`src/rtl/register_bank.sv`:
```
// 16 x 32 general-purpose register file with two combinational read ports,
// one synchronous write port, and write-through forwarding to both readers.
module register_bank #(
  parameter int unsigned DATA_WIDTH = 32,
  parameter int unsigned ADDR_WIDTH = 4
) (
  input  logic                  CLK,
  input  logic                  RST_N,
  input  logic [ADDR_WIDTH-1:0] RA,
  input  logic [ADDR_WIDTH-1:0] RB,
  input  logic [ADDR_WIDTH-1:0] WC,
  input  logic [DATA_WIDTH-1:0] WPC,
  input  logic                  W_RB,
  output logic [DATA_WIDTH-1:0] PRA,
  output logic [DATA_WIDTH-1:0] PRB
);

  localparam int unsigned NUM_REGS = 2 ** ADDR_WIDTH;

  logic [DATA_WIDTH-1:0] regs_q [NUM_REGS];
  logic                  fwd_a;
  logic                  fwd_b;

  // Storage: async clear, write on rising edge when enabled.
  always_ff @(posedge CLK or negedge RST_N) begin
    if (!RST_N) begin
      for (int i = 0; i < int'(NUM_REGS); i++) begin
        regs_q[i] <= '0;
      end
    end else if (W_RB) begin
      regs_q[WC] <= WPC;
    end
  end

  // A same-cycle write to the read address is visible before the edge.
  always_comb begin
    fwd_a = RST_N && W_RB && (WC == RA);
    fwd_b = RST_N && W_RB && (WC == RB);
  end

  always_comb begin
    PRA = '0;
    PRB = '0;
    if (RST_N) begin
      PRA = fwd_a ? WPC : regs_q[RA];
      PRB = fwd_b ? WPC : regs_q[RB];
    end
  end

endmodule

```
`config.mk`:
```
export PLATFORM = sky130hd
export DESIGN_NAME = register_bank
export DESIGN_NICKNAME = d
export VERILOG_FILES = /design/src/rtl/register_bank.sv
export SDC_FILE = /design/constraint.sdc
export NUM_CORES = 1
export LEC_CHECK = 0
export CAP_MARGIN = 20
export CORE_MARGIN = 3
export CORE_UTILIZATION = 30
export CTS_BUF_LIST = sky130_fd_sc_hd__clkbuf_4 sky130_fd_sc_hd__clkbuf_8
export DETAILED_ROUTE_END_ITERATION = 6
export HOLD_SLACK_MARGIN = 0.1
export PLACE_DENSITY = 0.57
export SLEW_MARGIN = 20
export SYNTH_ARGS = -nofsm -noshare
export SYNTH_HDL_FRONTEND = slang
export SYNTH_SLANG_ARGS = --single-unit
```
`constraint.sdc`:
```
create_clock -name CLK -period 4 [get_ports CLK]
set_input_delay 0.8 -clock CLK [delete_from_list [all_inputs] [get_ports CLK]]
set_output_delay 0.8 -clock CLK [all_outputs]
set_load 0.03 [all_outputs]
```
Word-level counts from Yosys, hierarchy flattened:

Cells that the tools add are included.

* magnitude comparators: 4
* equal/unequal tests: 2
* mux-type cells: 13
* bitwise logic cells: 3
* reductions and logical operators: 4

Operators with widths (count)
* bitwise mux 512 bit: 1
* 2-to-1 mux 32 bit: 9
* binary-select mux 32 bit (select 4 bit): 2
* demux 32 bit (select 4 bit): 1
* >= comparator 5 bit (second input constant): 3
* NOT 4 -> 5 bit: 3
* equality test 4 bit: 2
* less-than comparator 5 x 1 -> 1 bit (second input constant): 1
* logical AND 1 bit: 4

* register bits after elaboration: 512
* word-level logic and storage cells: 42
* input port bits: 47

Longest topological paths before layout:

* depth after elaboration: 6
* depth in mapped cells: 7
* gate-level depth less buffers: 4

Worst setup path after synthesis:

No wires, ideal clock.

* path kind: input-to-output
* from: input RA[0]
* to: output PRA[10]
* required time: 3.200 ns
* path slack: 0.840 ns
* buffers on the path: 3
* stages: 7
* arrival time: 2.360 ns
* cell sequence: clkbuf_1 > buf_6 > buf_4 > mux4_2 > a22oi_1 > nand2_1 > a22o_1

* word-level cells in the longest chain between the ends: 6

Ends and longest elaborated chain
* from (decl): line 9 `input logic [ADDR_WIDTH-1:0] RA,`
* NOT 4 -> 5 bit (implied by the code): line 45 `PRA = fwd_a ? WPC : regs_q[RA];`
* binary-select mux 32 bit (select 4 bit): line 45
* 2-to-1 mux 32 bit (implied by the code) (2 in series): line 45
* 2-to-1 mux 32 bit (*): line 45
* 2-to-1 mux 32 bit (*): line 44 `if (RST_N) begin`
* to (decl): line 14 `output logic [DATA_WIDTH-1:0] PRA,`

Every way passes the cells marked *; elsewhere a longest branch is shown, timed or not. The select of a mux whose other input is x is not followed.

Worst setup path in the final report:

* from: input WC[2]
* to: output PRB[22]

* word-level cells in the longest chain between the ends: 4

Ends and longest elaborated chain
* from (decl): line 11 `input logic [ADDR_WIDTH-1:0] WC,`
* equality test 4 bit: line 38 `fwd_b = RST_N && W_RB && (WC == RB);`
* logical AND 1 bit: line 38
* 2-to-1 mux 32 bit: line 46 `PRB = fwd_b ? WPC : regs_q[RB];`
* 2-to-1 mux 32 bit: line 44
* to (decl): line 15 `output logic [DATA_WIDTH-1:0] PRB`

No other way between the ends.

==> summary.md <==
| Metric | Value |
|---|---|
| Clock skew | `0 ns` |
| Worst VDD drop | `0.2234 mV` |
| Yosys warnings | `0` |
| Startpoint Class | `primary input` |
| Drt drc | `0` |
| Critical R2R Capture | `regs_q[339]` |
| Vias | `~17000` |
| Post-synth EDFFs | `0` |
| Nets@finish | `1913` |
| Tmin final | `3.856 ns` |
| #FFs+latches synth | `approximately 510` |
| Syn Area/Cell | `15.47 sq um` |
| Leak | `around 13 nW` |
| Fmax | `259.3 MHz` |
| CTS clk-pin slew, worst paths | `~0.06 ns` |
| Largest net degree at the start of global routing | `180` |
| First-pass GRT wire length | `124.6 mm` |
| IO Pins | `between 100 and 150` |
| CP dominant cell by count | `buf_12` |
| Crit path kind | `in -> out` |
| Hold Buf Count CTS | `0` |
| Reg-to-Reg Start | `regs_q[339]` |
| Worst EP arrival | `3.06 ns` |
| Final setup viols | `0` |
| Synthesized area | `~0.027 sq mm` |
| HP Class | `in -> async` |
| Vias/cell | `5.589` |
| Status | `completed` |
| Post-synth top flop | `dfrtp_1` |
| Slew @ Worst Pin | `0.9500 ns` |
| CP Cell Sequence | `clkdlybuf4s50_1 > xor2_1 > nor4_2 > a21boi_4 > buf_12 > a22o_1 > buf_12` |
| Layout cells sized above 1 | `a little under three fifths` |
| Seq/Total Area, Yosys | `46.80%` |
| Setup crit end | `PRB[22]` |
| Avg WL per Cell | `26.91 um` |
| Core ar. | `0.09029 sq mm` |
| TritonCTS buffer count | `roughly 90` |
| Clk sinks | `512` |
| CP max-delay cell | `clkdlybuf4s50_1` |
| Drt pass-1 iters | `5` |
| Post-Layout Cell Count | `3110` |
| PortBufs | `110` |
| MaxCap Viol Count | `0` |
| Synth unique cells | `27` |
| Fin crit share | `between 90% and 100%` |
| Biggest regs | `regs_q: 512 flops` |
| Max-slew violations | `0` |
| Post-detail-place hpwl | `roughly 50 mm` |
| Final hold vios | `0` |
| H-Tree Depth | `3` |
| Synth top area share | `46.80%` |
| Cells after DPL | `2951` |
| CTS tree | `done` |
| Biggest register | `regs_q` |
| Skew-Pair Late Insertion Delay | `0.65 ns` |
| Initial core utilization | `30.32%` |
| Clk buf depth | `3` |
| WL final | `83.68 mm` |
| # rows | `110` |
| R2R Setup Slk | `3.19 ns` |
| Critical Path RT | `3.20 ns` |
| Overflow after GRT | `0` |
| Die Y | `308.1 um` |
| Worst slew margin | `36.67%` |
| Vias in the first global route | `18890` |
| Initial antenna violation count | `2` |
| Worst r2r path cells | `1` |
| Critical Path End Type | `output port` |
| Max reg flops | `about 510` |
| GRT Overall Usage | `~18%` |
| Top post-synthesis cells by area | `dfrtp_1 (47%), mux4_2 (21%), mux2_2 (20%)` |
| CTS root buf | `clkbuf_8` |
| Setup crit start | `WC[2]` |
| CP Max Fanout | `26` |
| Pwr dens | `507.2 mW/mm^2` |
| Post-route ant nets | `0` |
| Yosys top cell by area | `dfrtp_1` |
| Die footprint | `0.09491 sq mm` |
| DR iter-0 viols | `about 1200` |
| Sum Neg Setup Slack | `0 ns` |
| RSZ-0062 raised after global routing | `no` |
| Area growth syn-to-layout | `19.54%` |
| Syn_nets | `1817` |
| Routability cong. | `between 0.7 and 0.8` |
| Post-Syn Instances | `1770` |
| Die X | `308.1 um` |
| Synth async-reset ratio | `100.0%` |
| CP max stage delay | `0.56 ns` |
==> layer usage <==
metal	GRT usage (%)	vias up	wire, um	part of all wire [%]
li1	-	7165	-	-
met1	24.75	9490	36950	44
met2	27.73	597	39040	47
met3	3.063	131	5385	6.4
met4	6.041	0	2293	2.7
met5	0	-	0	0
==> cells in the mapped netlist (4+ instances only) <==
cell	number
nor2b_1	4
a22oi_1	128
buf_2	51
nor2_1	12
buf_4	12
nand2_1	66
dfrtp_1	512
nand3b_1	4
a22o_1	64
mux4_2	256
buf_6	17
buf_1	20
clkbuf_1	85
mux2_2	487
mux2_1	22
xor2_1	8
==> cells by family after synthesis <==
family                 synth area share (%)
multiplexers                          42.16
flip-flops                            46.80
AO/OA/AOI/OAI                         5.613
buffers and inverters                 3.551
AND/OR/NAND/NOR                       1.613
XOR/XNOR                             0.2560
==> layout by cell type, fill, tap and decap left out, drive strengths merged, types with 3 or more instances in the layout <==
master	Yosys	final
nand3b	4	4
nor2	12	12
a22oi	128	128
a22o	64	64
clkbuf	88	150
mux4	256	256
dfrtp	512	512
clkinv	0	7
nand2	66	66
clkdlybuf4s50	0	41
buf	100	150
nor2b	4	4
mux2	512	512
and3	3	3
or3	3	3
xor2	8	8
==> repair_timing <==
item                                    CTS  global route
endpoints found under the setup margin    3            32
buffers inserted                          0             0
resized for setup                         1             1
==> layout make-up <==
type | count | area, sq um
flip-flops and latches | 512 | 12810
diodes | 2 | 5.005
clock buffers | 148 | 1824
repair buffers | 193 | 2788
fillers | 8514 | 57560
multi-input cells | 1070 | 13750
well taps | 1176 | 1471
clock inverters | 9 | 73.82
==> critical path: cells and delay by family <==
| kind | cells | cell delay (ns) |
|---|---|---|
| buf+inv | 3 | 0.96 |
| compound gates | 2 | 0.52 |
| simple gates | 1 | 0.51 |
| xor+xnor | 1 | 0.25 |
==> report_power, final <==
part / internal (mW) / leakage, nW / switching, mW
Sequential: 6.40 / 6.28 / 0.850
Clock: 2.92 / 1.02 / 2.14
Combinational: 2.62 / 6.09 / 1.67
==> stage by stage <==
step	total power, mW	cell area [sq um]	setup slack (ns)	utilization, %	hold slack [ns]
after floorplan	10.02	27380	0.8400	-	0.4697
after global placement	11.38	30800	0.07315	34.11	0.4797
after detailed placement	11.62	30800	0.02142	34.11	0.4973
final	16.60	32720	0.1442	36.24	0.3749
after global routing	17.41	32720	0.04523	36.24	0.4256
after CTS	16.75	32710	0.02359	36.22	0.3732
==> worst min-delay path by stage <==
stage / cells past startpoint / slack (ns) / to / start
2_1_floorplan: 1 / 0.47 / regs_q[164] / regs_q[164]
3_5_place_dp: 1 / 0.50 / regs_q[187] / regs_q[187]
5_1_grt: 2 / 0.43 / regs_q[453] / RST_N
4_1_cts: 2 / 0.37 / regs_q[178] / RST_N
6_report: 2 / 0.37 / regs_q[485] / RST_N
3_3_place_gp: 1 / 0.48 / regs_q[181] / regs_q[181]
No activity file was read; power rests on OpenSTA's default activity.
